--- config.mk ---
export PLATFORM = sky130hd
export DESIGN_NAME = rv32i_operand_fetch
export DESIGN_NICKNAME = d
export VERILOG_FILES = /design/src/rtl/rv32i_pkg.sv /design/src/rtl/rv32i_imm_gen.sv /design/src/rtl/rv32i_operand_fetch.sv
export SDC_FILE = /design/constraint.sdc
export NUM_CORES = 1
export LEC_CHECK = 0
export BUFFER_PORTS_ARGS = -buffer_cell sky130_fd_sc_hd__buf_4
export CAP_MARGIN = 25
export CELL_PAD_IN_SITES_DETAIL_PLACEMENT = 2
export CELL_PAD_IN_SITES_GLOBAL_PLACEMENT = 2
export CORE_UTILIZATION = 29
export DETAILED_ROUTE_END_ITERATION = 16
export PLACE_DENSITY = 0.91
export SETUP_SLACK_MARGIN = 0.5
export SYNTH_ARGS = -nofsm -noshare
export SYNTH_HDL_FRONTEND = slang
export SYNTH_HIERARCHICAL = 1
export SYNTH_SLANG_ARGS = --single-unit
--- constraint.sdc ---
create_clock -name i_clk -period 6 [get_ports i_clk]
set_input_delay 0 -clock i_clk [delete_from_list [all_inputs] [get_ports i_clk]]
set_output_delay 0 -clock i_clk [all_outputs]
set_load 0.02 [all_outputs]
--- src/rtl/rv32i_pkg.sv ---
// Shared RV32I decode definitions: opcodes, instruction formats and the
// operand-fetch sequencer states.
package rv32i_pkg;

    localparam int XLEN   = 32;
    localparam int REG_AW = 5;

    localparam logic [6:0] OP_LUI    = 7'b0110111;
    localparam logic [6:0] OP_AUIPC  = 7'b0010111;
    localparam logic [6:0] OP_JAL    = 7'b1101111;
    localparam logic [6:0] OP_JALR   = 7'b1100111;
    localparam logic [6:0] OP_BRANCH = 7'b1100011;
    localparam logic [6:0] OP_LOAD   = 7'b0000011;
    localparam logic [6:0] OP_STORE  = 7'b0100011;
    localparam logic [6:0] OP_IMM    = 7'b0010011;
    localparam logic [6:0] OP_REG    = 7'b0110011;
    localparam logic [6:0] OP_FENCE  = 7'b0001111;
    localparam logic [6:0] OP_SYSTEM = 7'b1110011;

    typedef enum logic [2:0] {
        FMT_R,
        FMT_I,
        FMT_S,
        FMT_B,
        FMT_U,
        FMT_J,
        FMT_SYS,
        FMT_ILL
    } fmt_t;

    typedef enum logic [2:0] {
        ST_IDLE,
        ST_RD_RS1,
        ST_GAP,
        ST_RD_RS2,
        ST_OUT
    } fetch_state_t;

endpackage

--- src/rtl/rv32i_imm_gen.sv ---
// Combinational RV32I decoder: instruction format, sign-extended immediate,
// which source registers the format reads, and illegal-opcode detection.
module rv32i_imm_gen
    import rv32i_pkg::*;
(
    input  logic [31:0] instr,
    output fmt_t        fmt,
    output logic [31:0] imm,
    output logic        uses_rs1,
    output logic        uses_rs2,
    output logic        illegal
);

    always_comb begin
        fmt = FMT_ILL;
        case (instr[6:0])
            OP_REG:                    fmt = FMT_R;
            OP_IMM, OP_LOAD, OP_JALR:  fmt = FMT_I;
            OP_STORE:                  fmt = FMT_S;
            OP_BRANCH:                 fmt = FMT_B;
            OP_LUI, OP_AUIPC:          fmt = FMT_U;
            OP_JAL:                    fmt = FMT_J;
            OP_FENCE, OP_SYSTEM:       fmt = FMT_SYS;
            default:                   fmt = FMT_ILL;
        endcase
    end

    always_comb begin
        imm = '0;
        case (fmt)
            FMT_I:   imm = {{20{instr[31]}}, instr[31:20]};
            FMT_S:   imm = {{20{instr[31]}}, instr[31:25], instr[11:7]};
            FMT_B:   imm = {{19{instr[31]}}, instr[31], instr[7], instr[30:25], instr[11:8], 1'b0};
            FMT_U:   imm = {instr[31:12], 12'b0};
            FMT_J:   imm = {{11{instr[31]}}, instr[31], instr[19:12], instr[20], instr[30:21], 1'b0};
            default: imm = '0;
        endcase
    end

    assign uses_rs1 = (fmt == FMT_R) || (fmt == FMT_I) || (fmt == FMT_S) || (fmt == FMT_B);
    assign uses_rs2 = (fmt == FMT_R) || (fmt == FMT_S) || (fmt == FMT_B);
    assign illegal  = (fmt == FMT_ILL);

endmodule

--- src/rtl/rv32i_operand_fetch.sv ---
// Decode-stage sequencer: latches one instruction, reads rs1/rs2 serially through
// the shared register-file port with writeback forwarding, then offers the bundle.
module rv32i_operand_fetch #(
    parameter int XLEN   = rv32i_pkg::XLEN,
    parameter int REG_AW = rv32i_pkg::REG_AW
) (
    input  logic              i_clk,
    input  logic              i_rst,
    input  logic              i_if_valid,
    output logic              o_if_ready,
    input  logic [31:0]       i_if_instr,
    input  logic [XLEN-1:0]   i_if_pc,
    output logic              o_rf_rd_en,
    output logic [REG_AW-1:0] o_rf_reg_addr,
    input  logic [XLEN-1:0]   i_rf_reg_data,
    input  logic              i_rf_rd_valid,
    input  logic              i_wb_en,
    input  logic [REG_AW-1:0] i_wb_addr,
    input  logic [XLEN-1:0]   i_wb_data,
    output logic              o_ex_valid,
    input  logic              i_ex_ready,
    output logic [31:0]       o_ex_instr,
    output logic [XLEN-1:0]   o_ex_pc,
    output logic [XLEN-1:0]   o_ex_rs1,
    output logic [XLEN-1:0]   o_ex_rs2,
    output logic [XLEN-1:0]   o_ex_imm,
    output logic              o_ex_illegal
);
    import rv32i_pkg::*;

    fetch_state_t    state_reg, state_next;
    logic [31:0]     instr_reg;
    logic [XLEN-1:0] pc_reg;
    logic [XLEN-1:0] imm_reg;
    fmt_t            fmt_reg;

    fmt_t        dec_fmt;
    logic [31:0] dec_imm;
    logic        dec_uses_rs1, dec_uses_rs2, dec_illegal;

    rv32i_imm_gen u_imm_gen (
        .instr    (i_if_instr),
        .fmt      (dec_fmt),
        .imm      (dec_imm),
        .uses_rs1 (dec_uses_rs1),
        .uses_rs2 (dec_uses_rs2),
        .illegal  (dec_illegal)
    );

    logic                   accept;
    logic                   wb_live;
    logic [1:0]             dec_uses;
    logic [1:0]             dec_need;
    logic [1:0]             need;
    logic [1:0][REG_AW-1:0] lat_addr;
    logic [1:0][XLEN-1:0]   opnd;

    assign accept   = (state_reg == ST_IDLE) && i_if_valid;
    assign wb_live  = i_wb_en && (i_wb_addr != '0);
    assign dec_uses = {dec_uses_rs2, dec_uses_rs1};

    // Lane 0 is rs1 (instr[19:15]), lane 1 is rs2 (instr[24:20]).
    for (genvar gi = 0; gi < 2; gi++) begin : g_opnd
        localparam int           FLD_LSB = (gi == 0) ? 15 : 20;
        localparam fetch_state_t RD_ST   = (gi == 0) ? ST_RD_RS1 : ST_RD_RS2;

        logic [REG_AW-1:0] dec_addr;
        logic              dec_hit, lat_hit;
        logic [XLEN-1:0]   opnd_reg;
        logic              need_reg, fwd_reg;

        assign dec_addr     = REG_AW'(i_if_instr[FLD_LSB +: 5]);
        assign lat_addr[gi] = REG_AW'(instr_reg[FLD_LSB +: 5]);
        assign dec_need[gi] = dec_uses[gi] && (dec_addr != '0);
        assign dec_hit      = wb_live && (i_wb_addr == dec_addr);
        assign lat_hit      = wb_live && (i_wb_addr == lat_addr[gi]);
        assign need[gi]     = need_reg;
        assign opnd[gi]     = opnd_reg;

        // Once a writeback has landed, the register-file result for this lane is stale.
        always_ff @(posedge i_clk) begin
            if (i_rst) begin
                opnd_reg <= '0;
                need_reg <= 1'b0;
                fwd_reg  <= 1'b0;
            end else if (accept) begin
                need_reg <= dec_need[gi];
                fwd_reg  <= dec_need[gi] && dec_hit;
                opnd_reg <= (dec_need[gi] && dec_hit) ? i_wb_data : '0;
            end else if ((state_reg != ST_IDLE) && need_reg) begin
                if (lat_hit) begin
                    opnd_reg <= i_wb_data;
                    fwd_reg  <= 1'b1;
                end else if ((state_reg == RD_ST) && i_rf_rd_valid && !fwd_reg) begin
                    opnd_reg <= i_rf_reg_data;
                end
            end
        end
    end

    always_ff @(posedge i_clk) begin
        if (i_rst) begin
            state_reg <= ST_IDLE;
            instr_reg <= '0;
            pc_reg    <= '0;
            imm_reg   <= '0;
            fmt_reg   <= FMT_R;
        end else begin
            state_reg <= state_next;
            if (accept) begin
                instr_reg <= i_if_instr;
                pc_reg    <= i_if_pc;
                imm_reg   <= XLEN'($signed(dec_imm));
                fmt_reg   <= dec_fmt;
            end
        end
    end

    always_comb begin
        state_next    = state_reg;
        o_if_ready    = 1'b0;
        o_rf_rd_en    = 1'b0;
        o_rf_reg_addr = '0;
        o_ex_valid    = 1'b0;
        case (state_reg)
            ST_IDLE: begin
                o_if_ready = 1'b1;
                if (i_if_valid) begin
                    if (dec_illegal)      state_next = ST_OUT;
                    else if (dec_need[0]) state_next = ST_RD_RS1;
                    else if (dec_need[1]) state_next = ST_RD_RS2;
                    else                  state_next = ST_OUT;
                end
            end
            ST_RD_RS1: begin
                o_rf_rd_en    = 1'b1;
                o_rf_reg_addr = lat_addr[0];
                if (i_rf_rd_valid) state_next = need[1] ? ST_GAP : ST_OUT;
            end
            ST_GAP: begin
                state_next = ST_RD_RS2;
            end
            ST_RD_RS2: begin
                o_rf_rd_en    = 1'b1;
                o_rf_reg_addr = lat_addr[1];
                if (i_rf_rd_valid) state_next = ST_OUT;
            end
            ST_OUT: begin
                o_ex_valid = 1'b1;
                if (i_ex_ready) state_next = ST_IDLE;
            end
            default: state_next = ST_IDLE;
        endcase
    end

    assign o_ex_instr   = instr_reg;
    assign o_ex_pc      = pc_reg;
    assign o_ex_rs1     = opnd[0];
    assign o_ex_rs2     = opnd[1];
    assign o_ex_imm     = imm_reg;
    assign o_ex_illegal = (fmt_reg == FMT_ILL);

endmodule

==> results.json, run 1 <==
{
  "status": "finished clean",
  "dp.cells": 1634,
  "fill_cells": 3021,
  "path_max_fanout": 33,
  "multi_input_area_um2": 4340,
  "start_util": 0.295,
  "rsz0062_at_grt": "false",
  "vias_per_cell": 5.68,
  "instances_no_fill": 1833,
  "wl_per_cell_um": 29.1,
  "cts_sinks": 170,
  "area_delta_synth_final_pct": 58.2,
  "synthArstFlopShare": 0,
  "cts_root_buf": "clkbuf_16",
  "fp.coreArea_um2": 27800,
  "fp.dieW_um": 170,
  "cp.required_ps": 6390,
  "synth-main-ff-cell": "dfxtp_1",
  "antenna_left": 0,
  "drt-initial-drc-count": 764,
  "wl_um": 53400,
  "clockBufferDepth": 2,
  "critPathArrivalTime_ps": 4590,
  "cts_made_buffers": 17,
  "htreeDepth": 4,
  "tightest_slew_ps": 1050,
  "layout_commonest_cell": "buf_4",
  "fin_util": 0.466,
  "critical_path_class": "flop to flop",
  "whs_path_depth": 2,
  "hold_viol": 0,
  "nNetsFinal": 1578,
  "grt_pass1_vias": 11800,
  "slew_headroom": 0.301,
  "num_vias": 10400,
  "yosysSeqAreaShare": 0.415,
  "routabilityCongestion": 0.835,
  "reg2regPathDepth": 8,
  "fin_crit_ps": 4200,
  "yosysWarningCount": 6,
  "seqCellArea_um2": 3400,
  "cts_tree": "built",
  "cp-start-kind": "flop",
  "antenna_found_initial": 3,
  "synth-seq-cells": 170,
  "ys_types": 53,
  "hpwl_um": 25900,
  "finClkSkew_ps": 15.3,
  "min_path_type": "input port to flop",
  "syn_nets": 1167,
  "cts.repair.resized": 0,
  "io_buffers": 307,
  "finalMaxSlewViolations": 0,
  "clk_pin_slew_ps": 80,
  "endpoint_kind": "flop",
  "grt_pass1_wl_um": 79000,
  "overflow": 0,
  "synth_edf_count": 0,
  "finalSetupViolations": 0,
  "dp_slack_ps": 2680,
  "die_area_um2": 28900,
  "timing.setup.tns_ps": 0,
  "insertion_delay_ps": 450,
  "drive_gt1_frac": 0.289,
  "boundaryPins": 308,
  "grtUsageTotal": 0.371,
  "final_cell_mix": "322 x buf_4, 273 x nand2_1, 170 x dfxtp_1, 162 x dlygate4sd3_1, 108 x a21oi_1",
  "powerDensity_nw_per_um2": 273,
  "drt-pass1-iter-count": 5,
  "syn_area_per_cell_um2": 7.97,
  "drc": 0,
  "rows": 61,
  "drv_cap": 0,
  "p_leak_nw": 5.42,
  "peakVddDrop_v": 0.000131,
  "hold_slack_ps": 140,
  "synthCells": 1028,
  "syn-cell-area_um2": 8190,
  "die_y_um": 170,
  "max_freq_mhz": 238,
  "worst_slack_ps": 1800,
  "grt_max_degree": 90,
  "fin_crit_sh": 0.700
}
-- critical path: stages, from the launching register on --
cell           delay [ps]
dfxtp_1               580
nor4b_4               360
buf_4                 420
o211ai_1              340
nor4_4                360
buf_4                 450
o21ai_0               460
a311oi_1              510
dlygate4sd3_1         620
-- cells by family after synthesis --
kind of cell           count (synthesis)  share of synthesized area
multiplexers                           7                    0.00855
AND/OR/NAND/NOR                      413                      0.227
flip-flops                           170                      0.415
XOR/XNOR                              20                     0.0214
AO/OA/AOI/OAI                        300                      0.264
buffers and inverters                118                     0.0641
-- final timing paths --
check                    start                 end  slack [ps]
setup / recovery  state_reg[1]         o_ex_rs2[0]        1800
hold / removal           i_rst  g_opnd[1].need_reg         140
setup reg to reg  state_reg[1]         o_ex_rs2[0]        1800
hold reg to reg    o_ex_imm[6]         o_ex_imm[6]         460
-- synthesized netlist by cell type (4+ instances only) --
master	count	area, um^2
nor2_1	19	71.3
a311oi_1	34	298
buf_2	9	45.0
a311oi_2	30	450
o211ai_1	4	30.0
nand3_1	7	35.0
nand2b_1	4	25.0
clkbuf_1	76	285
inv_1	22	82.6
o21ai_0	72	360
a22o_1	5	43.8
o211ai_2	10	125
and2_1	7	43.8
mux2i_1	7	70.1
nor2b_1	4	25.0
xnor2_1	20	175
buf_6	9	101
a21o_1	11	82.6
nor3_1	70	350
nand2_1	274	1030
dfxtp_1	170	3400
a21oi_1	108	541
o21a_1	4	30.0
-- layout make-up --
class | count | share of cell area
antenna | 3 | 0.000579
clock buffer | 18 | 0.0339
clock inverter | 14 | 0.00879
inverter | 22 | 0.00637
multi-input combinational | 740 | 0.335
sequential | 170 | 0.263
tap | 378 | 0.0365
timing repair buffer | 488 | 0.317
-- through the flow --
step	cell area (um^2)	power, W
4_1_cts	12900	0.00339
3_5_place_dp	10800	0.00219
2_1_floorplan	8190	0.00180
5_1_grt	13000	0.00364
6_report	13000	0.00353
3_3_place_gp	10700	0.00214
-- routing by layer --
layer	GRT usage	vias to the layer above	wire [um]
met2	0.654	604	26900
met5	0	-	0
li1	-	4418	-
met1	0.387	5182	19000
met4	0.225	0	3360
met3	0.114	210	4120
-- report_power, final --
group          total [W]  switching, W  internal (W)
logic            0.00108      0.000659      0.000422
clock network    0.00113      0.000575      0.000553
registers        0.00132     0.0000968       0.00123
total            0.00353       0.00133       0.00220
-- what timing repair did --
action | CTS | global route
buffers inserted | 0 | 0
hold endpoints to repair | 148 | 0
hold buffers | 162 | 0
No activity file was read; power rests on OpenSTA's default activity.
==> run 2, diff against run 1 <==
Settings changed: CORE_UTILIZATION 29 to 27, PLACE_DENSITY 0.91 to 0.86.
Clock period 6 ns to 4.4 ns, I/O delays scaled along.
==> results.json, run 2 (synthesis results as in run 1) <==
{
  "slew_headroom": 0.330,
  "max_freq_mhz": 266,
  "endpoint_kind": "flop",
  "power.total_w": 0.00476,
  "fin_crit_sh": 0.853,
  "min_path_type": "input port to flop",
  "fin_crit_ps": 3750,
  "drv_cap": 0,
  "io_buffers": 307,
  "wl_per_cell_um": 25.0,
  "drt-initial-drc-count": 618,
  "p_leak_nw": 5.45,
  "crit_path_max_incr_delay_ps": 890,
  "cp.required_ps": 4780,
  "met2_length_um": 24200,
  "wl_met3_um": 2470,
  "nNetsFinal": 1579,
  "cts_root_buf": "clkbuf_16",
  "rows": 63,
  "routed.top_layer": "met4",
  "fill_cells": 3188,
  "htreeDepth": 4,
  "grt_pass1_wl_um": 69600,
  "drive_gt1_frac": 0.289,
  "routabilityCongestion": 0.800,
  "vias_per_cell": 5.39,
  "start_util": 0.276,
  "cts_tree": "built",
  "finalMaxSlewViolations": 0,
  "finalSetupViolations": 0,
  "die_area_um2": 31100,
  "grtUsageTotal": 0.294,
  "die_y_um": 176,
  "drc": 0,
  "wl_um": 46100,
  "critPathTopFamily": "simple AND/OR/NAND/NOR gates",
  "wl_met1_um": 18100,
  "path_depth": 7,
  "fp.dieW_um": 176,
  "critical_path_class": "flop to flop",
  "cts_made_buffers": 17,
  "clk_pin_slew_ps": 70,
  "path_max_fanout": 20,
  "insertion_delay_ps": 460,
  "cp_slowest_cell": "nor4_4",
  "grt_pass1_vias": 11200,
  "boundaryPins": 308,
  "crit_buf_inv": 2,
  "clockBufferDepth": 2,
  "powerDensity_nw_per_um2": 366,
  "grt_max_degree": 89,
  "area_delta_synth_final_pct": 58.9,
  "critPathArrivalTime_ps": 4140,
  "hold_viol": 0,
  "cts_sinks": 170,
  "dp.cells": 1648,
  "drt-pass1-iter-count": 5,
  "reg2regPathDepth": 7,
  "instances_no_fill": 1845,
  "final_cell_mix": "321 x buf_4, 273 x nand2_1, 170 x dfxtp_1, 162 x dlygate4sd3_1, 108 x a21oi_1",
  "peakVddDrop_v": 0.000199,
  "antenna_left": 0,
  "timing.setup.tns_ps": 0,
  "tightest_slew_ps": 995,
  "status": "finished clean",
  "finClkSkew_ps": 22.5,
  "num_vias": 9936,
  "antenna_found_initial": 3,
  "fp.coreArea_um2": 29700,
  "cp_cell_sequence": "nor4b_4 > o211ai_1 > nor4_4 > buf_4 > o21ai_0 > a311oi_2 > dlygate4sd3_1",
  "overflow": 0,
  "rsz0062_at_grt": "false",
  "layout_commonest_cell": "buf_4",
  "whs_path_depth": 4,
  "cp-start-kind": "flop",
  "hpwl_um": 25800
}
-- run 2: path summary, 6_finish.rpt --
check | startpoint | endpoint | slack (ps)
max reg2reg | state_reg[1] | o_ex_rs1[23] | 650
min | i_rf_rd_valid | state_reg[1] | 30
max | state_reg[1] | o_ex_rs1[23] | 650
min reg2reg | fmt_reg[1] | fmt_reg[1] | 460
-- run 2: report_power, final --
part,internal (W),switching (W)
combinational,0.000577,0.000826
sequential,0.00167,0.000121
clock,0.000762,0.000804
-- run 2: final cells by class --
class                      count  area [um^2]  area share
clock buffer                  17          425      0.0327
tap                          390          488      0.0375
multi-input combinational    740         4340       0.333
antenna                        3         7.51    0.000577
timing repair buffer         489         4130       0.317
clock inverter                14          148      0.0113
inverter                      22         82.6     0.00634
sequential                   170         3400       0.261
-- run 2: what timing repair did --
action | 4_1_cts | 5_1_grt
endpoints found under the hold margin | 156 | 0
setup endpoints to repair | 0 | 4
buffers inserted | 0 | 0
resized for setup | 0 | 2
hold buffers | 162 | 0
-- run 2: worst min-delay path, cell delays in order --
cell and delay, ps:
buf_4 130, nor2_1 80, a211o_1 140, nor3_1 60
-- run 2: metrics by stage --
stage / hold slack (ps) / setup WS (ps) / area (um^2) / utilization
after floorplan: 136 / 2290 / 8190 / -
after global placement: 246 / 1370 / 10700 / 0.361
after detailed placement: 260 / 1240 / 10800 / 0.364
after CTS: 5.99 / 678 / 13000 / 0.437
after global routing: 30.9 / 521 / 13000 / 0.438
final: 27.9 / 646 / 13000 / 0.438
-- run 2: layer usage --
| metal | GRT usage | vias up |
|---|---|---|
| met5 | 0 | - |
| met4 | 0.107 | 0 |
| met3 | 0.0584 | 91 |
| met2 | 0.547 | 390 |
| met1 | 0.329 | 5027 |
| li1 | - | 4428 |
==> run 3, diff against run 2 <==
==> constraint.sdc (replaced) <==
create_clock -name i_clk -period 4.4 [get_ports i_clk]
set_input_delay 0.88 -clock i_clk [delete_from_list [all_inputs] [get_ports i_clk]]
set_output_delay 0.88 -clock i_clk [all_outputs]
set_load 0.02 [all_outputs]
==> results.json, run 3 (synthesis results as in run 1) <==
{
  "min_path_type": "flop to flop",
  "hpwl_um": 25300,
  "hold_viol": 0,
  "top_usage_layer": "met2",
  "boundaryPins": 308,
  "routabilityCongestion": 0.827,
  "finClkSkew_ps": 17.5,
  "rows": 63,
  "p_leak_nw": 4.68,
  "powerDensity_nw_per_um2": 396,
  "fin_crit_sh": 0.771,
  "finalSetupViolations": 0,
  "fin_util": 0.382,
  "clockBufferDepth": 2,
  "wl_um": 35600,
  "final_cell_mix": "322 x buf_4, 273 x nand2_1, 170 x dfxtp_1, 108 x a21oi_1, 72 x o21ai_0",
  "slew_headroom": 0.318,
  "die_y_um": 176,
  "fp.coreArea_um2": 29700,
  "fin_crit_ps": 3390,
  "antenna_found_initial": 0,
  "rsz0062_at_grt": "false",
  "status": "finished clean",
  "drc": 0,
  "num_vias": 8731,
  "drive_gt1_frac": 0.325,
  "met3_usage": 0.0659,
  "start_util": 0.276,
  "nNetsFinal": 1414,
  "antenna_left": 0,
  "fin_area_um2": 11400,
  "grtUsageTotal": 0.229,
  "cts.repair.resized": 0,
  "finalMaxSlewViolations": 0,
  "antenna_cells": 0,
  "vias_per_cell": 5.20,
  "tightest_slew_ps": 1020,
  "cp.required_ps": 4660,
  "cp-start-kind": "flop",
  "drv_cap": 0,
  "io_buffers": 307,
  "use_met1": 0.274,
  "fp.dieW_um": 176,
  "max_freq_mhz": 295,
  "drt-pass1-iter-count": 4,
  "critPathArrivalTime_ps": 3650,
  "path_max_fanout": 33,
  "layout_commonest_cell": "buf_4",
  "htreeDepth": 4,
  "grt_max_degree": 104,
  "cts_root_buf": "clkbuf_16",
  "insertion_delay_ps": 440,
  "placement.cell_area_um2": 10800,
  "timing.setup.tns_ps": 0,
  "grt_pass1_vias": 9481,
  "cts_tree": "built",
  "met2_usage": 0.397,
  "overflow": 0,
  "cts_setup_buffers": 0,
  "cts_made_buffers": 17,
  "hold_buffers": 0,
  "wl_per_cell_um": 21.2,
  "drt-initial-drc-count": 471,
  "critical_path_class": "flop to flop",
  "clk_pin_slew_ps": 80,
  "endpoint_kind": "flop",
  "peakVddDrop_v": 0.000191,
  "grt_pass1_wl_um": 55200,
  "power.total_w": 0.00450,
  "area_delta_synth_final_pct": 38.5,
  "cts_sinks": 170,
  "die_area_um2": 31100
}
run 3: cell count changes in the layout (fill, tap and decap cells not counted), sizes merged:
cell,before,now
dlygate4sd3,162,0
clkinvlp,0,3
diode,3,0
inv,32,29
buf,326,324
run 3: area by class of cell:
cell class,instances,area [um^2]
Clock buffer,18,439
Clock inverter,14,154
Fill cell,3358,18400
Inverter,22,82.6
Multi-Input combinational cell,740,4340
Sequential cell,170,3400
Tap cell,390,488
Timing Repair Buffer,324,2450
run 3: final timing paths:
kind / start / end / slack (ps) / cells past startpoint
min: o_ex_imm[14] / o_ex_imm[14] / 460 / 2
max reg2reg: state_reg[0] / o_ex_rs2[25] / 1010 / 7
min reg2reg: o_ex_imm[14] / o_ex_imm[14] / 460 / 2
max: state_reg[0] / o_ex_rs2[25] / 1010 / 7
run 3: report_power, final:
group,switching [W],leakage [nW],internal (W)
Clock,0.000787,0.281,0.000778
Sequential,0.000100,1.39,0.00167
Combinational,0.000714,3.01,0.000444
run 3: worst max-delay path, cell delays in order, from the launching register on:
cell and delay (ps):
dfxtp_1 430, nor3_2 650, nand2_4 370, o31ai_4 130, buf_4 390, or2_1 680, buf_4 370, a311oi_1 160
run 3: per-stage QoR:
stage               std cells  worst slack (ps)  hold WS [ps]
floorplan                1028              1630           432
global placement         1646               885           442
detailed placement       1646               777           450
CTS                      1678              1020           461
global route             1678               895           481
finish                   1678              1010           459
run 3: layer usage:
metal  up-vias  wire [um]
li1       4082          -
met1      4307      14700
met2       305      17600
met3        37       2710
met4         0        571
met5         -          0
